File: src/rtl/serial_subtractor_ctrl.sv
// Bit-serial subtractor: one full-subtractor slice swept LSB-first over WIDTH
// cycles, with the borrow carried between slices in a flip-flop.
module serial_subtractor_ctrl #(
  parameter int WIDTH = 8
) (
  input  logic             clk,
  input  logic             rst,
  input  logic             start,
  input  logic [WIDTH-1:0] A,
  input  logic [WIDTH-1:0] B,
  input  logic             Bin_init,
  output logic             busy,
  output logic             done,
  output logic [WIDTH-1:0] Diff,
  output logic             Borr
);
  localparam int CW = $clog2(WIDTH + 1);

  typedef enum logic [1:0] {IDLE, RUN, DONE} state_t;

  state_t           state_q;
  logic [WIDTH-1:0] a_sh_q, b_sh_q, d_sh_q, diff_q;
  logic [CW-1:0]    cnt_q;
  logic             br_q, borr_q, busy_q, done_q;

  logic             d_bit, bo;
  logic [WIDTH-1:0] d_sh_d;
  logic             last;

  always_comb begin
    d_bit  = a_sh_q[0] ^ b_sh_q[0] ^ br_q;
    bo     = (~a_sh_q[0] & b_sh_q[0]) | (b_sh_q[0] & br_q) | (~a_sh_q[0] & br_q);
    d_sh_d = {d_bit, d_sh_q[WIDTH-1:1]};
    last   = (cnt_q == CW'(WIDTH - 1));
  end

  always_ff @(posedge clk or posedge rst) begin
    if (rst) begin
      state_q <= IDLE;
      a_sh_q  <= '0;
      b_sh_q  <= '0;
      d_sh_q  <= '0;
      diff_q  <= '0;
      cnt_q   <= '0;
      br_q    <= 1'b0;
      borr_q  <= 1'b0;
      busy_q  <= 1'b0;
      done_q  <= 1'b0;
    end else begin
      case (state_q)
        RUN: begin
          br_q   <= bo;
          a_sh_q <= {1'b0, a_sh_q[WIDTH-1:1]};
          b_sh_q <= {1'b0, b_sh_q[WIDTH-1:1]};
          d_sh_q <= d_sh_d;
          cnt_q  <= cnt_q + 1'b1;
          if (last) begin
            // Publish the completed word; Diff/Borr stay put until the next one.
            diff_q  <= d_sh_d;
            borr_q  <= bo;
            busy_q  <= 1'b0;
            done_q  <= 1'b1;
            state_q <= DONE;
          end
        end
        default: begin
          // IDLE and DONE accept a request identically, giving back-to-back issue.
          done_q <= 1'b0;
          if (start) begin
            a_sh_q  <= A;
            b_sh_q  <= B;
            br_q    <= Bin_init;
            cnt_q   <= '0;
            busy_q  <= 1'b1;
            state_q <= RUN;
          end else begin
            busy_q  <= 1'b0;
            state_q <= IDLE;
          end
        end
      endcase
    end
  end

  assign busy = busy_q;
  assign done = done_q;
  assign Diff = diff_q;
  assign Borr = borr_q;

endmodule

File: config.mk
export PLATFORM = sky130hd
export DESIGN_NAME = serial_subtractor_ctrl
export DESIGN_NICKNAME = d
export VERILOG_FILES = /design/src/rtl/serial_subtractor_ctrl.sv
export SDC_FILE = /design/constraint.sdc
export NUM_CORES = 1
export LEC_CHECK = 0
export ABC_AREA = 1
export ABC_CLOCK_PERIOD_IN_PS = 1300
export CORE_MARGIN = 2
export CORE_UTILIZATION = 60
export DETAILED_ROUTE_END_ITERATION = 16
export DONT_BUFFER_PORTS = 1
export PLACE_DENSITY = 0.86
export SYNTH_ARGS = -nofsm -noshare
export SYNTH_HDL_FRONTEND = slang
export SYNTH_SLANG_ARGS = --single-unit
export TNS_END_PERCENT = 30
File: constraint.sdc
create_clock -name clk -period 1.3 [get_ports clk]
set_input_delay 0.26 -clock clk [delete_from_list [all_inputs] [get_ports clk]]
set_output_delay 0.26 -clock clk [all_outputs]
set_load 0.005 [all_outputs]
# Word-level counts from Yosys, hierarchy flattened
# Cells that the tools add are included.
op_classes:
  add_sub_neg: 1
  mul: 0
  n_div: 0
  order_cmp: 0
  eq_ne: 3
  n_shift: 0
  n_mux: 16
  n_bitwise: 8
  reduce_logical: 2
ops:
  columns: ["operator", "n"]
  rows:
  - ["$mux 8", 4]
  - ["$mux 1", 8]
  - ["$mux 4", 2]
  - ["$add 4x1->4 const B", 1]
  - ["$eq 4x3->1 const B", 1]
  - ["$mux 2", 2]
  - ["$and 1x1->1", 3]
  - ["$eq 2x1->1 const B", 1]
  - ["$ne 2x2->1 const B", 1]
  - ["$or 1x1->1", 2]
  - ["$reduce_and 2->1", 1]
  - ["$reduce_bool 2->1", 1]
  - ["$xor 1x1->1", 2]
  - ["$not 1->1", 1]
word_totals:
  reg_bits: 42
  latchBits: 0
  ramBits: 0
  mem_bits_ro: 0
  input_bits: 20
  elab_cells: 40
  memories: 0

# Depth between registers and ports, before layout
# Gate-level depths: netlist of run 1.
logic_depth:
  depth_word: 5
  depth_mapped: 6
  depth_no_buf: 5

# Worst setup path before layout of run 1
# OpenSTA, ideal clock, no wires.
synth_path:
  kind: "reg2reg"
  from: "register a_sh_q[0]"
  to: "register diff_q[7], in the netlist Diff[7]"
  setup_time_ps: 117
  t_arrival_ps: 1033
  path_slack_ps: 150
  stages_incl_launch_ff: 6
  n_path_buf: 0
  period_less_slack_ps: 1150
  path_cell_list: "dfrtp_1 > inv_1 > fa_1 > inv_1 > nand2_1 > nand2_1"
synth_via:
  elab_chain_len: 2
synth_lines:
  columns: ["element", "line", "rtl"]
  rows:
  - ["start: declaration", "22", "logic [WIDTH-1:0] a_sh_q, b_sh_q, d_sh_q, diff_q;"]
  - ["start signal: assignment", "53", "a_sh_q <= {1'b0, a_sh_q[WIDTH-1:1]};"]
  - ["$xor 1x1->1 (2 in a row)", "31", "d_bit = a_sh_q[0] ^ b_sh_q[0] ^ br_q;"]
  - ["end signal: assignment", "59", "diff_q <= d_sh_d;"]
  - ["end: declaration", "22", null]
# No other way between the ends.
# A chain may end at the register's enable or synchronous reset.

# Worst setup path after layout of run 1
# Ends and elaborated chain as after synthesis.

==> summary.md, run 1 <==
| Metric | Value |
|---|---|
| Status | `complete, no violations` |
| Worst-case clock buffer depth | `2` |
| Syn_nets | `214` |
| Setup Slack @ Placement | `0.01548 ns` |
| FF-to-FF path depth | `5` |
| Worst-Margin Slew | `0.4723 ns` |
| Post-Synth Adder-Cell Area | `0.01965` |
| Crit end category | `register` |
| P_int | `2744 uW` |
| Avg Inst Size Synth | `8.622 um^2` |
| Switching Share | `0.3929` |
| Net Switching | `1775 uW` |
| Clock Sinks | `39` |
| Warnings from Yosys | `0` |
| Share of post-route cells with drive strength above 1 | `0.09901` |
| Metal2 WL | `1613 um` |
| Post-layout min period | `1.250 ns` |
| CP arrival | `1.51 ns` |
| Clock share of power | `0.182` |
| Hold Path Class | `input port to register` |
| Vias post-DR | `1296` |
| Reg clk slew, reported paths | `0.12 ns` |
| I/O Pins | `31` |
| F_max | `800.0 MHz` |
| DR WL met3 | `232 um` |
| Leak | `0.0009642 uW` |
| Chip width | `56.53 um` |
| Slew margin rel. | `0.6851` |
| Remaining antenna violation count | `0` |
| Crit-path cells | `inv_1, fa_1, inv_1, nand2_1, nand2_1` |
| Simple-gate share of the synthesized area | `0.3439` |
| Via/cell ratio | `5.562` |
| Area contributors post-synth | `dfrtp_1 (59%), nand2_1 (21%), nand3_1 (10%)` |
| Largest family of logic cells by synthesized area | `simple AND/OR/NAND/NOR gates` |
| Die area | `3195 um^2` |
| Port Buffer Count | `0` |
| Ys flop type | `dfrtp_1` |
| Fin. max-slew vios | `0` |
| Initial detailed-routing violation count | `47` |
| WP buf/inv | `2` |
| Reg power frac | `0.464` |
| Post-Route WL | `3316 um` |
| Most common cell in the netlist | `nand2_1` |
| Diodes inserted | `0` |
| Total GRT Usage | `0.2307` |
| Row cnt | `19` |
| Synth Area in XOR/XNOR | `0` |
| Sequential area share after synthesis | `0.5896` |
| Critical path launch point type | `register` |
| Setup TNS Final | `0 ns` |
| Crit path max fanout | `2` |
| First-pass GRT wire length | `5589 um` |
| Initial Util | `0.6162` |
| Synthesis-to-finish area growth | `9.978%` |
| Post-synth EDFFs | `0` |
| DP HPWL | `2207 um` |
| Crit Path Category | `register to register` |
| RSZ-0062 raised after global routing | `yes` |
| Hold Path Stages | `2` |
| Async set-reset flop share out of synthesis | `1.000` |
| Count of cell types in the netlist | `14` |
| WP data required | `1.56 ns` |
| Critical path's slowest cell | `fa_1` |
| Num CTS Buffers | `5` |
| Post-synthesis cell area | `1655 um^2` |
| WL/cell | `14.23 um` |
| Yosys reg bits | `39` |
| Post-synthesis mux area share | `0` |
| Placer's final routability congestion estimate | `0.7574` |
| Root Buffer | `clkbuf_4` |
| CTS H-Tree Depth | `2` |
| Post-synth top area share | `0.5896` |
| Power per cell area | `2482 nW/um^2` |
| Nets@finish | `223` |
| Vias in the first global route | `1240` |
| Clk_skew | `0.008317 ns` |
| Hold Fails Final Rpt | `0` |
| Combinational power share | `0.354` |
| GR Overflow Total | `0` |
| TritonCTS clock tree | `done` |
| Final setup viols | `0` |
| Top sig layer | `met4` |
| Worst path depth | `5` |
| DRC Markers | `0` |
| Area leader, netlist | `dfrtp_1` |
| Core area | `2686 um^2` |
| Die H | `56.53 um` |
| Initial antenna violation count | `0` |
| CP top delay family | `adder cells` |
| Max cap viols | `0` |
| Met1 wire length | `1408 um` |
| Post-Synthesis Cells | `192` |
| Max VDD drop | `1.621 mV` |
| CP peak stage delay | `0.56 ns` |
| Clock Latency Late Sink | `0.35 ns` |
| Setup ws final | `0.04997 ns` |
| Pin count of the biggest net entering global routing | `40` |
| Pre-antenna DRT Iters | `4` |
| Synth cell count leaders | `nand2_1 (93), dfrtp_1 (39), nand3_1 (33), inv_1 (7), buf_2 (5)` |
| Final Cycle Share | `0.9616` |
| Post-synthesis compound-gate area fraction | `0.009070` |
-- metal layers --
layer / vias to the layer above / track usage
li1: 625 / -
met1: 616 / 0.2950
met2: 45 / 0.3605
met5: - / 0
met3: 10 / 0.09447
met4: 0 / 0.07143
-- area by class of cell --
cell class                      instances  area (um^2)
Sequential cell                        39        975.9
Fill cell                             216        865.8
Multi-Input combinational cell        139        628.1
Timing Repair Buffer                    9        70.07
Clock inverter                          3        43.79
Tap cell                               31        38.79
Clock buffer                            5        37.54
Inverter                                7        26.28
-- worst register-to-register path: cells and delay by family (launching register included) --
family,cells,cell delay [ns]
fa+ha+maj,1,0.56
simple gates,2,0.13
flops,1,0.37
buf+inv,2,0.11
-- cell families (layout without fill, tap and decap cells) --
| logic type | Yosys count | in the layout |
|---|---|---|
| buffers and inverters | 14 | 24 |
| DFF | 39 | 39 |
| and+or+nand+nor | 134 | 134 |
| AOI/OAI and AO/OA | 3 | 3 |
| adders and majority gates | 2 | 2 |
-- cells in the final DEF (no fill, tap or decap) --
master	Yosys	final
nand2_1	93	93
nand3b_4	0	1
dlygate4sd3_1	0	1
dfrtp_1	39	39
clkinv_2	0	1
nor2_1	4	3
inv_1	7	7
o21ai_0	3	3
nor2_2	0	1
fa_1	1	1
nand3_1	33	33
ha_1	1	1
bufinv_16	0	1
buf_4	1	8
clkbuf_4	0	5
nand4_1	1	1
clkinv_4	0	1
nor2_4	2	2
-- stage by stage --
step | util | instance area (um^2) | total power, uW | hold slack, ns | cells
after floorplan | - | 1655 | 3200 | 0.3766 | 192
after global placement | 0.6367 | 1710 | 3508 | 0.2846 | 223
after detailed placement | 0.6367 | 1710 | 3655 | 0.2951 | 223
after CTS | 0.6749 | 1813 | 4512 | 0.02620 | 232
after global routing | 0.6777 | 1821 | 4883 | 0.01713 | 233
final | 0.6777 | 1821 | 4519 | 0.02680 | 233
-- power groups by stage --
| stage | sequential (uW) | clock, uW | combinational (uW) |
|---|---|---|---|
| finish | 2100 | 821 | 1600 |
| global route | 2180 | 890 | 1820 |
| CTS | 2110 | 824 | 1580 |
| detailed placement | 2130 | 0 | 1520 |
| global placement | 2100 | 0 | 1410 |
| floorplan | 2050 | 0 | 1160 |
-- sequential cells by signal, summed over array words and instances (netlist names) --
name	cells
br_q	1
b_sh_q	8
state_q	2
d_sh_q	7
Borr	1
Diff	8
a_sh_q	8
cnt_q	4
-- final timing paths --
path / from / to / slack (ns)
setup / recovery: a_sh_q[0]$_DFFE_PP0P_ / Diff[7]$_DFFE_PP0P_ / 0.05
hold / removal: A[7] / a_sh_q[7]$_DFFE_PP0P_ / 0.03
setup reg to reg: a_sh_q[0]$_DFFE_PP0P_ / Diff[7]$_DFFE_PP0P_ / 0.05
hold reg to reg: a_sh_q[7]$_DFFE_PP0P_ / a_sh_q[7]$_DFFE_PP0P_ / 0.50
max in group asynchronous: rst / b_sh_q[3]$_DFFE_PP0P_ / 0.52
min in group asynchronous: rst / d_sh_q[5]$_DFFE_PP0P_ / 0.44
-- timing repair --
action / in CTS / in global routing
buffers inserted: 0 / 1
resized for setup: 2 / 0
endpoints found under the setup margin: 6 / 10
hold buffers: 1 / 0
hold endpoints to repair: 39 / 0
Note: power is estimated with default switching activity, not from simulation.
==> run 2: changes to the inputs <==
ABC_AREA = default   (was 1)
==> summary.md, run 2 <==
| Metric | Value |
|---|---|
| Busiest grt layer | `met2` |
| Failing checks | `negative setup slack` |
| Post-synth EDFFs | `0` |
| Reg-to-Reg Start | `state_q[1]$_DFFE_PP0P_` |
| Hold Path Class | `input port to register` |
| R2r endpoint | `Borr$_DFFE_PP0P_` |
| Area leader, netlist | `dfrtp_1` |
| Post-synthesis cell area | `1697 um^2` |
| Critical path launch point type | `register` |
| Post-Route WL | `3081 um` |
| Worst min-delay path startpoint | `B[7]` |
| Post-Synthesis Cells | `134` |
| Async set-reset flop share out of synthesis | `1.000` |
| Synthesis-to-finish area growth | `15.19%` |
| Placer's final routability congestion estimate | `0.6842` |
| Sequential area share after synthesis | `0.5752` |
| DRC Markers | `0` |
| Status | `finished with violations` |
| Worst-case clock buffer depth | `2` |
| Num CTS Buffers | `5` |
| WP data required | `1.55 ns` |
| Row cnt | `19` |
| Die area | `3269 um^2` |
| Hold Fails Final Rpt | `0` |
| Fin. max-slew vios | `0` |
| Initial antenna violation count | `0` |
| Reg clk slew, reported paths | `0.13 ns` |
| Root Buffer | `clkbuf_4` |
| Area contributors post-synth | `dfrtp_1 (58%), mux2i_1 (11%), mux2_4 (6.2%)` |
| Clock Latency Late Sink | `0.36 ns` |
| Max cap viols | `0` |
| Vias in the first global route | `1066` |
| Met2 Resource Use GR | `0.3235` |
| Nets@finish | `172` |
| Vias post-DR | `1031` |
| I/O Pins | `31` |
| Filler instances | `195` |
| CTS H-Tree Depth | `2` |
| Power per cell area | `2543 nW/um^2` |
| Count of cell types in the netlist | `20` |
| Setup Slack @ Placement | `-0.1071 ns` |
| Worst Hold Endpoint | `b_sh_q[7]$_DFFE_PP0P_` |
| WL/cell | `16.93 um` |
| Core area | `2710 um^2` |
| Post-synth top area share | `0.5752` |
| GR Util met1 | `0.2879` |
| Cell area after layout | `1954 um^2` |
| Final setup viols | `11` |
| Area after DPL | `1779 um^2` |
| Worst reg2reg setup slack | `-0.07 ns` |
| Pin count of the biggest net entering global routing | `40` |
| Worst-Margin Slew | `0.4723 ns` |
| Initial detailed-routing violation count | `16` |
| Most common cell in the netlist | `dfrtp_1` |
| Slew margin rel. | `0.6851` |
| Pre-antenna DRT Iters | `3` |
| TritonCTS clock tree | `done` |
| Share of post-route cells with drive strength above 1 | `0.2980` |
| Total GRT Usage | `0.2097` |
| Most frequent cells in the layout | `dfrtp_1 (39), mux2i_1 (19), nand2_1 (18), o21ai_0 (16), buf_4 (11)` |
| Synth cell count leaders | `dfrtp_1 (39), mux2i_1 (19), nand2_1 (18), o21ai_0 (16), mux2_2 (9)` |
| Ys flop type | `dfrtp_1` |
| Setup TNS Final | `-0.5057 ns` |
| Crit path max fanout | `5` |
| Via/cell ratio | `5.665` |
| Crit end category | `register` |
| FF-to-FF path depth | `3` |
| Syn_nets | `156` |
| Port Buffer Count | `0` |
| Post-layout min period | `1.373 ns` |
| First-pass GRT wire length | `5064 um` |
| Remaining antenna violation count | `0` |
| Final Cycle Share | `1.056` |
| Yosys reg bits | `39` |
| Avg Inst Size Synth | `12.66 um^2` |
| Clock Sinks | `39` |
| Final Core Density | `0.7211` |
| GR Overflow Total | `0` |
| Clk_skew | `0.01663 ns` |
| Commonest non-fill, non-tap cell in the layout | `dfrtp_1` |
| Met3 usage | `0.04989` |
| Max VDD drop | `2.292 mV` |
| RSZ-0062 raised after global routing | `yes` |
| Warnings from Yosys | `0` |
| Crit Path Category | `register to register` |
| Initial Util | `0.6260` |
| F_max | `728.5 MHz` |
| Hold Path Stages | `2` |
| Setup ws final | `-0.07265 ns` |
| Leak | `0.0009404 uW` |
| DP HPWL | `2090 um` |
| CP arrival | `1.62 ns` |
| Die H | `57.18 um` |
| Diodes inserted | `0` |
| Chip width | `57.18 um` |
[run 2: cell types whose count changed after synthesis, sizes merged, moves of 2 or more]
cell	delta
o21ai	+13
inv	-4
mux2	+16
mux2i	+19
a21oi	+2
nand3	-32
nand2	-75
[run 2: worst max-delay path: stages, from the launching register on]
cell     delay [ns]
dfrtp_1        0.43
nor2b_4        0.17
and4b_4        0.34
mux2_4         0.31
[run 2: timing repair]
action,CTS,global route
endpoints found under the hold margin,39,0
hold buffers,1,0
gates resized for setup,2,10
setup endpoints to repair,15,27
pin swaps,2,1
gates cloned,1,0
setup buffers,2,1
[run 2: worst max-delay path by stage]
stage / to / from / slack [ns] / depth (start not counted)
3_3_place_gp: Diff[6]$_DFFE_PP0P_ / state_q[1]$_DFFE_PP0P_ / -0.06 / 3
4_1_cts: cnt_q[2]$_DFFE_PP0P_ / state_q[1]$_DFFE_PP0P_ / -0.06 / 4
2_1_floorplan: Borr$_DFFE_PP0P_ / state_q[1]$_DFFE_PP0P_ / -0.05 / 4
6_report: Borr$_DFFE_PP0P_ / state_q[1]$_DFFE_PP0P_ / -0.07 / 3
3_5_place_dp: Diff[6]$_DFFE_PP0P_ / state_q[1]$_DFFE_PP0P_ / -0.11 / 3
5_1_grt: Borr$_DFFE_PP0P_ / state_q[1]$_DFFE_PP0P_ / -0.1 / 3
[run 2: power by group]
part	total [uW]	leakage [uW]	internal (uW)	switching (uW)
Combinational	2000	0.000409	1130	876
Clock	821	0.0000452	405	416
Sequential	2150	0.000487	1760	384
[run 2: logic make-up after synthesis]
kind of cell | share of synthesized area
buffers and inverters | 0.03539
adders and majority gates | 0.01917
DFF | 0.5752
muxes | 0.2338
AOI/OAI and AO/OA | 0.06269
and+or+nand+nor | 0.07374
[run 2: cell type report]
class	count	area, um^2	share of cell area
flip-flops and latches	39	975.9	0.4994
multi-input cells	85	691.9	0.3540
repair buffers	16	155.1	0.07939
clock inverters	3	43.79	0.02241
well taps	31	38.79	0.01985
clock buffers	5	37.54	0.01921
inverters	3	11.26	0.005762
[run 2: metal layers]
| metal | wire, um | share of wire | vias up |
|---|---|---|---|
| li1 | - | - | 494 |
| met1 | 1420 | 0.46 | 503 |
| met2 | 1465 | 0.48 | 24 |
| met3 | 124 | 0.040 | 10 |
| met4 | 70 | 0.023 | 0 |
| met5 | 0 | 0 | - |
[run 2: metrics by stage]
| stage | std cells | hold slack (ns) | total power [uW] |
|---|---|---|---|
| after floorplan | 134 | 0.4163 | 3376 |
| after global placement | 169 | 0.2802 | 3745 |
| after detailed placement | 169 | 0.2967 | 3899 |
| after CTS | 181 | 0.06702 | 4791 |
| after global routing | 182 | 0.08704 | 5321 |
| final | 182 | 0.06981 | 4970 |
==> run 3: changes to the inputs <==
--- a/config.mk
+++ b/config.mk
@@ -8,2 +8,3 @@
 export ABC_CLOCK_PERIOD_IN_PS = 1300
+export CAP_MARGIN = 5
 export CORE_MARGIN = 2
@@ -13,2 +14,3 @@
 export PLACE_DENSITY = 0.86
+export SETUP_SLACK_MARGIN = 0.05
 export SYNTH_ARGS = -nofsm -noshare
--- a/constraint.sdc
+++ b/constraint.sdc
@@ -3,2 +3,2 @@
 set_output_delay 0.26 -clock clk [all_outputs]
-set_load 0.005 [all_outputs]
+set_load 0.02 [all_outputs]
==> summary.md, run 3 (synthesis results as in run 2) <==
| Metric | Value |
|---|---|
| Vias in the first global route | `1026` |
| Clk_skew | `0.02131 ns` |
| Remaining antenna violation count | `0` |
| Worst-case clock buffer depth | `2` |
| Initial antenna violation count | `0` |
| Commonest non-fill, non-tap cell in the layout | `dfrtp_1` |
| WL/cell | `16.28 um` |
| Die area | `3269 um^2` |
| Slew margin rel. | `0.6854` |
| Clock Sinks | `39` |
| Cell area after layout | `1872 um^2` |
| Final setup viols | `9` |
| Total GRT Usage | `0.2119` |
| GR Overflow Total | `0` |
| Root Buffer | `clkbuf_4` |
| Vias post-DR | `1008` |
| Hold Fails Final Rpt | `0` |
| DRC Markers | `0` |
| Num CTS Buffers | `5` |
| Most frequent cells in the layout | `dfrtp_1 (37), mux2i_1 (19), nand2_1 (18), o21ai_0 (16), buf_4 (12)` |
| Pin count of the biggest net entering global routing | `40` |
| Share of post-route cells with drive strength above 1 | `0.2752` |
| Die H | `57.18 um` |
| Status | `finished with violations` |
| Power per cell area | `2529 nW/um^2` |
| Worst min-delay path startpoint | `A[7]` |
| Crit end category | `register` |
| Post-Route WL | `2931 um` |
| Post-layout min period | `1.403 ns` |
| Via/cell ratio | `5.600` |
| Setup ws final | `-0.1027 ns` |
| Port Buffer Count | `0` |
| Fin. max-slew vios | `0` |
| Critical path launch point type | `register` |
| Core area | `2710 um^2` |
| Crit Path Category | `register to register` |
| Initial detailed-routing violation count | `12` |
| DP HPWL | `1953 um` |
| Placer's final routability congestion estimate | `0.7051` |
| Synthesis-to-finish area growth | `10.32%` |
| Diodes inserted | `0` |
| First-pass GRT wire length | `4968 um` |
| CTS H-Tree Depth | `2` |
| Crit path max fanout | `6` |
| Hold Path Class | `input port to register` |
| CP arrival | `1.64 ns` |
| Nets@finish | `170` |
| Final Cycle Share | `1.079` |
| Setup Slack @ Placement | `-0.08662 ns` |
| Area after DPL | `1779 um^2` |
| Final Core Density | `0.6907` |
| I/O Pins | `31` |
| Pre-antenna DRT Iters | `4` |
| F_max | `712.9 MHz` |
| Failing checks | `negative setup slack` |
| Max VDD drop | `1.714 mV` |
| Row cnt | `19` |
| WP data required | `1.53 ns` |
| RSZ-0062 raised after global routing | `yes` |
| Reg clk slew, reported paths | `0.12 ns` |
| CP Launch Point | `state_q[1]$_DFFE_PP0P_` |
| Clock Latency Late Sink | `0.36 ns` |
| TritonCTS clock tree | `done` |
| Chip width | `57.18 um` |
| Reg-to-Reg Start | `state_q[1]$_DFFE_PP0P_` |
| Initial Util | `0.6260` |
| Max cap viols | `0` |
| Leak | `0.0008956 uW` |
| Worst-Margin Slew | `0.4718 ns` |
-- run 3: cell types whose count changed in the layout (fill, tap and decap cells not counted), sizes merged --
cell    before  now
clkinv       2    1
bufinv       1    0
clkbuf       5    7
buf         15   13
-- run 3: per-stage QoR --
| step | TNS [ns] | hold WS (ns) | total power (uW) | cells |
|---|---|---|---|---|
| 5_1_grt | -0.9527 | 0.07669 | 5100 | 180 |
| 4_1_cts | -0.2748 | 0.07317 | 4717 | 180 |
| 3_5_place_dp | -0.4432 | 0.2987 | 4048 | 169 |
| 2_1_floorplan | -0.7362 | 0.4163 | 3563 | 134 |
| 6_report | -0.6062 | 0.08390 | 4733 | 180 |
| 3_3_place_gp | -0.2509 | 0.2816 | 3925 | 169 |
-- run 3: layout make-up --
cell class / count / area [um^2]
Sequential cell: 39 / 978.4
Tap cell: 31 / 38.79
Clock inverter: 1 / 5.005
Multi-Input combinational cell: 85 / 678.2
Clock buffer: 7 / 45.04
Timing Repair Buffer: 14 / 115.1
Inverter: 3 / 11.26
Fill cell: 196 / 838.3
-- run 3: worst paths after layout --
kind / slack (ns) / cells past startpoint / end
min in group asynchronous: 0.44 / 3 / d_sh_q[6]$_DFFE_PP0P_
setup / recovery: -0.10 / 3 / Diff[2]$_DFFE_PP0P_
hold / removal: 0.08 / 2 / a_sh_q[7]$_DFFE_PP0P_
max in group asynchronous: 0.51 / 3 / a_sh_q[7]$_DFFE_PP0P_
setup reg to reg: -0.10 / 3 / Diff[2]$_DFFE_PP0P_
hold reg to reg: 0.49 / 2 / a_sh_q[5]$_DFFE_PP0P_
-- run 3: repair_timing --
item | 4_1_cts | 5_1_grt
gates resized for setup | 2 | 2
gates cloned | 1 | 0
hold endpoints to repair | 39 | 0
pin swaps | 2 | 0
setup buffers | 1 | 0
endpoints found under the setup margin | 15 | 36
hold buffers | 1 | 0
-- run 3: power breakdown --
part,internal (uW),switching (uW),total [uW],leakage (uW)
Clock,211,385,596,0.0000293
Sequential,1770,546,2310,0.000485
Combinational,1010,811,1820,0.000382
-- run 3: metal layers --
layer  up-vias  GRT usage  part of all wire
met3         6    0.09070             0.056
met1       489     0.2826              0.43
met4         0    0.09967             0.023
met2        24     0.3021              0.49
met5         -          0                 0
li1        489          -                 -
-- run 3: critical path, cell delays in order (launching register included) --
cell and delay [ns]:
dfrtp_2 0.44, nor2b_4 0.16, and4b_4 0.35, mux2_4 0.32
